--- src/rtl/input_spike_scheduler.sv ---
// input_spike_scheduler
//   Per-timestep controller for the input spike FIFO. It shares the single
//   FIFO port between the external loader (enqueue, IDLE only) and the
//   timestep dispatcher (dequeue). On Start it drains every queued event whose
//   time is at or below the latched network time, hands each one to the
//   router over valid/ready, and then pulses StepDone.
//
// Ports
//   Clock, Reset        rising-edge clock, synchronous active-high reset
//   Start, CurrentBT    timestep request and network time (latched on Start)
//   ExtValid/ExtBT/ExtNID/ExtReady   loader event interface
//   FIFO_*              strobes and data to/from the input FIFO
//   SpikeValid/SpikeNID/SpikeBT/SpikeReady   router handshake
//   StepDone            one-cycle end-of-step pulse
//   SpikeCount          spikes dispatched in the current or last step
//   Busy                high in every state except IDLE
//
// state    | meaning
// ---------+-----------------------------------------------------------
// SETTLE   | one cycle after reset so the FIFO empty flag is valid
// IDLE     | loader may enqueue; waits for Start
// CHECK    | compare FIFO head time against the latched step time
// POP      | single-cycle dequeue strobe
// CAPTURE  | FIFO output registers valid; copy into the spike registers
// OFFER    | spike held on the router interface until SpikeReady
// DONE     | StepDone pulse, then back to IDLE
module input_spike_scheduler #(
  parameter int BT_WIDTH     = 36,
  parameter int NEURON_WIDTH = 11,
  parameter int COUNT_WIDTH  = 12
) (
  input  logic                    Clock,
  input  logic                    Reset,
  input  logic                    Start,
  input  logic [BT_WIDTH-1:0]     CurrentBT,
  input  logic                    ExtValid,
  input  logic [BT_WIDTH-1:0]     ExtBT,
  input  logic [NEURON_WIDTH-1:0] ExtNID,
  output logic                    ExtReady,
  output logic                    FIFO_QueueEnable,
  output logic                    FIFO_Enqueue,
  output logic                    FIFO_Dequeue,
  output logic [BT_WIDTH-1:0]     FIFO_BTIn,
  output logic [NEURON_WIDTH-1:0] FIFO_NIDIn,
  input  logic [BT_WIDTH-1:0]     FIFO_BTOut,
  input  logic [NEURON_WIDTH-1:0] FIFO_NIDOut,
  input  logic [BT_WIDTH-1:0]     FIFO_BT_Head,
  input  logic                    FIFO_IsQueueEmpty,
  input  logic                    FIFO_IsQueueFull,
  output logic                    SpikeValid,
  output logic [NEURON_WIDTH-1:0] SpikeNID,
  output logic [BT_WIDTH-1:0]     SpikeBT,
  input  logic                    SpikeReady,
  output logic                    StepDone,
  output logic [COUNT_WIDTH-1:0]  SpikeCount,
  output logic                    Busy
);

  typedef enum logic [2:0] {
    S_SETTLE,
    S_IDLE,
    S_CHECK,
    S_POP,
    S_CAPTURE,
    S_OFFER,
    S_DONE
  } state_t;

  state_t              state;
  logic [BT_WIDTH-1:0] step_bt;
  logic                enq;
  logic                deq;

  always_ff @(posedge Clock) begin
    if (Reset) begin
      state      <= S_SETTLE;
      step_bt    <= '0;
      SpikeValid <= 1'b0;
      SpikeNID   <= '0;
      SpikeBT    <= '0;
      SpikeCount <= '0;
    end else begin
      case (state)
        S_SETTLE: state <= S_IDLE;
        S_IDLE: begin
          if (Start) begin
            step_bt    <= CurrentBT;
            SpikeCount <= '0;
            state      <= S_CHECK;
          end
        end
        S_CHECK: begin
          // Late arrivals (head below step time) and equality both dispatch.
          if (FIFO_IsQueueEmpty || (FIFO_BT_Head > step_bt))
            state <= S_DONE;
          else
            state <= S_POP;
        end
        S_POP: state <= S_CAPTURE;
        S_CAPTURE: begin
          SpikeBT    <= FIFO_BTOut;
          SpikeNID   <= FIFO_NIDOut;
          SpikeValid <= 1'b1;
          state      <= S_OFFER;
        end
        S_OFFER: begin
          if (SpikeReady) begin
            SpikeValid <= 1'b0;
            if (SpikeCount != {COUNT_WIDTH{1'b1}})
              SpikeCount <= SpikeCount + COUNT_WIDTH'(1);
            state <= S_CHECK;
          end
        end
        S_DONE: state <= S_IDLE;
        default: state <= S_SETTLE;
      endcase
    end
  end

  // Start takes priority over the loader in IDLE; the loader simply holds.
  assign ExtReady         = (state == S_IDLE) && !FIFO_IsQueueFull && !Start;
  assign enq              = ExtValid && ExtReady;
  assign deq              = (state == S_POP);

  assign FIFO_Enqueue     = enq;
  assign FIFO_Dequeue     = deq;
  assign FIFO_QueueEnable = enq || deq;
  assign FIFO_BTIn        = enq ? ExtBT  : '0;
  assign FIFO_NIDIn       = enq ? ExtNID : '0;

  assign StepDone         = (state == S_DONE);
  assign Busy             = (state != S_IDLE);

endmodule

--- config.mk ---
export PLATFORM = sky130hd
export DESIGN_NAME = input_spike_scheduler
export DESIGN_NICKNAME = d
export VERILOG_FILES = /design/src/rtl/input_spike_scheduler.sv
export SDC_FILE = /design/constraint.sdc
export NUM_CORES = 1
export LEC_CHECK = 0
export BUFFER_PORTS_ARGS = -buffer_cell sky130_fd_sc_hd__buf_4
export CAP_MARGIN = 20
export CELL_PAD_IN_SITES_DETAIL_PLACEMENT = 1
export CELL_PAD_IN_SITES_GLOBAL_PLACEMENT = 2
export CORE_MARGIN = 1
export CORE_UTILIZATION = 24
export CTS_CLUSTER_DIAMETER = 200
export DETAILED_ROUTE_END_ITERATION = 12
export MAX_ROUTING_LAYER = met4
export PLACE_DENSITY_LB_ADDON = 0.1
export SYNTH_ARGS = -nofsm -noshare
export SYNTH_HDL_FRONTEND = slang
export SYNTH_SLANG_ARGS = --single-unit
export TNS_END_PERCENT = 100
--- constraint.sdc ---
create_clock -name Clock -period 3.52 [get_ports Clock]
set_input_delay 0.176 -clock Clock [delete_from_list [all_inputs] [get_ports Clock]]
set_output_delay 0.176 -clock Clock [all_outputs]
set_load 0.1 [all_outputs]
-- After elaboration in Yosys (flattened, before gate mapping)
Index checks and enable logic that the tools add are counted.
- memory bits (writable): 0
- input bits: 173
- ROM bits: 0
- memories: 0
- latch bits: 0
- output and inout port bits: 113
- flip-flop bits (word level): 99
- word-level logic and storage cells: 46
- equality and inequality tests: 11
- muxes and demuxes: 12
- $add $sub $neg: 1
- multipliers: 0
- reductions and logical operators: 15
- div/mod/pow operators: 0
- bitwise logic cells: 0
- shift operators: 0
- order comparisons: 1
- operators by type and width (cell ; count):
    36-bit > comparator ; 1
    12-bit two-way mux ; 3
    36-bit two-way mux ; 1
    12-bit case mux with 2 select lines ; 1
    3-bit case mux with 6 select lines ; 1
    12-bit by 1-bit adder with 12-bit output (second input constant) ; 1
    12-bit inequality test (second input constant) ; 1
    11-bit two-way mux ; 1
    3-bit == test (second input constant) ; 3
    3-bit two-way mux ; 3
    3-bit by 2-bit == test with 1-bit output (second input constant) ; 2
    2-bit inequality test (second input constant) ; 3
    2-bit AND reduction ; 3
    4-bit AND reduction ; 1
    2-bit nonzero test ; 2
    3-bit by 1-bit == test with 1-bit output (second input constant) ; 1
    1-bit logical AND ; 3
    3-bit logical NOT ; 1
    3-bit by 1-bit inequality test with 1-bit output (second input constant) ; 1
    1-bit logical NOT ; 2
    1-bit logical OR ; 2
    1-bit case mux with 2 select lines ; 1
    2-bit OR reduction ; 1
    1-bit two-way mux ; 1

-- Longest topological paths before layout
- depth after elaboration: 5
- gate-level depth with buffers: 8
- depth with buffers taken out: 8

-- Least setup slack after synthesis
OpenSTA, ideal clock, no wires.
- path kind: reg-to-output
- start: register state[0]
- end: output FIFO_NIDIn[1]
- data required time: 3.344 ns
- stages on the path, launching flop included: 8
- arrival time: 3.064 ns
- path slack: 0.280 ns
- path buffers: 2
- path through: dfxtp_1 buf_6 inv_2 nor3_2 inv_2 nor3_2 clkbuf_1 and3_1
- longest elaborated chain between the ends: 5
- RTL lines (element ; RTL line ; RTL):
    start: declaration ; 69 ; state_t state;
    start signal: assignment ; 76 ; state <= S_SETTLE;
    start signal: assignment ; 84 ; S_SETTLE: state <= S_IDLE;
    start signal: assignment ; 89 ; state <= S_CHECK;
    3-bit by 1-bit == test with 1-bit output ; 121 ; assign ExtReady = (state == S_IDLE) && !FIFO_IsQueueFull && !Start;
    1-bit logical AND (2 in series) ; 121 ;
    net ExtReady ; 39 ; output logic ExtReady,
    1-bit logical AND ; 122 ; assign enq = ExtValid && ExtReady;
    11-bit two-way mux ; 129 ; assign FIFO_NIDIn = enq ? ExtNID : '0;
    end: declaration ; 44 ; output logic [NEURON_WIDTH-1:0] FIFO_NIDIn,
The timed path passes the listed nets, and every way through them passes these cells.

-- Final worst setup path
- start: register state[0]
- end: output FIFO_NIDIn[6]
- longest elaborated chain between the ends: 5
- RTL lines (element ; RTL line):
    3-bit by 1-bit == test with 1-bit output ; 121
    1-bit logical AND (2 in series) ; 121
    1-bit logical AND ; 122
    11-bit two-way mux ; 129
Every way passes these cells.

==> metrics.txt <==
status complete, no violations; Critical Path Fanout Max 49; chip height 145 um; top area cells in the synthesized netlist dfxtp_1, nand2_1, a21oi_1, ha_1, and3_1; CP Launch Type register; ys flop type dfxtp_1; gp weighted congestion 0.797; initial core utilization 24.4%; Pwr Total 3.13 mW; dpl ws 1.27 ns; fmax 0.390 GHz; ANT nets after route 0; TritonCTS Buffers 9; Total GRT Usage 18.4%; Sink Count 99; Syn-to-layout area delta 54.5%; row cnt 52; H-tree Lvls 3; drt drc 0; Synth cell types 44; power per cell area 411 nW/um^2; total grt overflow 0; HP Class input port to register; final instance count without filler cells 1183; Design Area, Final 7610 sq um; Final setup viols 0; HPWL Detailed 14400 um; Setup TNS 0 ns; largest buffer count on any clock path 2; worst rel slew slack 49.9%; Final Cycle Share 72.9%; sequential area share after synthesis 40.2%; CP Class register to output pin; total number of vias 5363; Fill cells 2465; Iteration-0 DRC Markers 135; Register-to-Register Setup Slack 1.33 ns; Post-synth EDFFs 0; Final Max Slew Viols 0; top cells by instance count after synthesis nand2_1, a21oi_1, dfxtp_1; register bit count reported by yosys 99; Root Buffer clkbuf_16; post-synth net total 856; Die Span X 145 um; Layout Skew 0.0137 ns; CP endpoint kind output pin; net count of the finished layout 1118; WL final 18800 um; CTS tree done; final worst slack 0.956 ns; Async S/R FF share, synth 0%; P_leak 3.50 nW; # IOs 286; global-route wire length before repair 29700 um; diode count 0; most used routing layer met2; wire per inst 15.9 um; Worst-Skew Late Latency 0.36 ns; critical path required time 3.34 ns; R2R depth 8; post-synth top area share 40.2%; post-synthesis instance area 4930 sq um; Placement Cell Area 7270 sq um; initial antenna violation count 0; CP Data Arrival Time 2.39 ns; Max-cap violations 0; Peak VDD IR 218 uV; RSZ-0062 raised after global routing no; largest net degree at the start of global routing 67; CTS hold repair buffers 0; cells resized by post-CTS repair 0; minimum clock period 2.56 ns; DIE AREA 21100 sq um; Initial DRT Pass Iterations 4; worst slew pin tran 0.751 ns; global routing usage on met1 19.5%; Clk pin slew, worst setup/hold paths 0.09 ns; # Post-CTS Setup Buffers 0; PortBufs 285; final hold viol count 0; Post-Place Cells 1167; met2 Use GR 31.9%; post-synthesis cell count 646; Hold Path Depth 3; layout cells sized above 1 34.8%; number of global-route vias before repair 5742; met3 usage 6.89%; Synth Warn # 0; count leader, synth nand2_1; Syn Area/Cell 7.63 sq um; CORE AREA 20200 sq um; biggest area consumer among synthesized cells dfxtp_1; vias per std cell 4.53
==> flip-flops by register name (all words and copies together), names as in the netlist <==
signal / cells
SpikeNID: 11
SpikeValid: 1
state: 3
SpikeCount: 12
step_bt: 36
SpikeBT: 36
==> critical path, stage by stage, from the launching register on <==
cell	delay, ns
dfxtp_1	0.50
inv_2	0.10
nor3_2	0.24
inv_2	0.08
nor3_4	0.11
buf_4	0.38
and3_1	0.29
buf_4	0.32
==> placed cells by master (no fill, tap or decap), drive strengths merged, types with 2 or more instances in the layout <==
cell / count
a21o: 2
a21oi: 101
a221oi: 2
and2: 7
and3: 50
and4: 2
buf: 291
bufinv: 2
clkbuf: 9
clkinv: 2
dfxtp: 99
ha: 37
inv: 42
nand2: 181
nand2b: 3
nand3: 11
nand4: 14
nor2: 18
nor2b: 4
nor3: 4
o21ai: 6
xor2: 10
==> power by group <==
group          internal [mW]  total, mW  leakage, nW  switching, mW
logic                  0.274      0.782         2.53          0.508
clock network          0.644       1.15        0.167          0.502
registers               1.17       1.20        0.802         0.0316
==> kinds of logic after synthesis <==
group                      after synthesis  share of synthesized area (%)
muxes                                    1                          0.203
buffers and inverters                   79                           6.68
xor gates and xnor gates                10                           1.78
AOI/OAI and AO/OA                      120                           13.5
and+or+nand+nor                        300                           28.2
DFF                                     99                           40.2
adders and majority gates               37                           9.40
==> routing by layer <==
layer	wire length, um	share of wire (%)	vias up
met3	1630	8.7	16
met1	7500	40	2512
met5	0	0	-
li1	-	-	2668
met2	9400	50	167
met4	260	1.4	0
==> per-stage QoR <==
stage	util, %	hold slack, ns
final	37.8	0.0582
after global routing	37.8	0.0469
after CTS	37.8	0.0446
after detailed placement	36.1	0.435
after global placement	36.1	0.424
after floorplan	-	0.312
==> final cells by class <==
| cell class | count | area (sq um) | area share, % |
|---|---|---|---|
| clock inverter | 7 | 116 | 1.53 |
| timing repair buffer | 291 | 2180 | 28.7 |
| multi-input combinational | 468 | 2620 | 34.4 |
| tap | 270 | 338 | 4.44 |
| inverter | 39 | 146 | 1.92 |
| sequential | 99 | 1980 | 26.0 |
| clock buffer | 9 | 225 | 2.96 |
==> path summary, 6_finish.rpt <==
kind	start	endpoint
worst max-delay path	state[0]	FIFO_NIDIn[6]
worst min register to register	step_bt[18]	step_bt[18]
worst min-delay path	FIFO_BTOut[13]	SpikeBT[13]
worst max register to register	step_bt[34]	state[2]
Note: power is estimated with default switching activity, not from simulation.
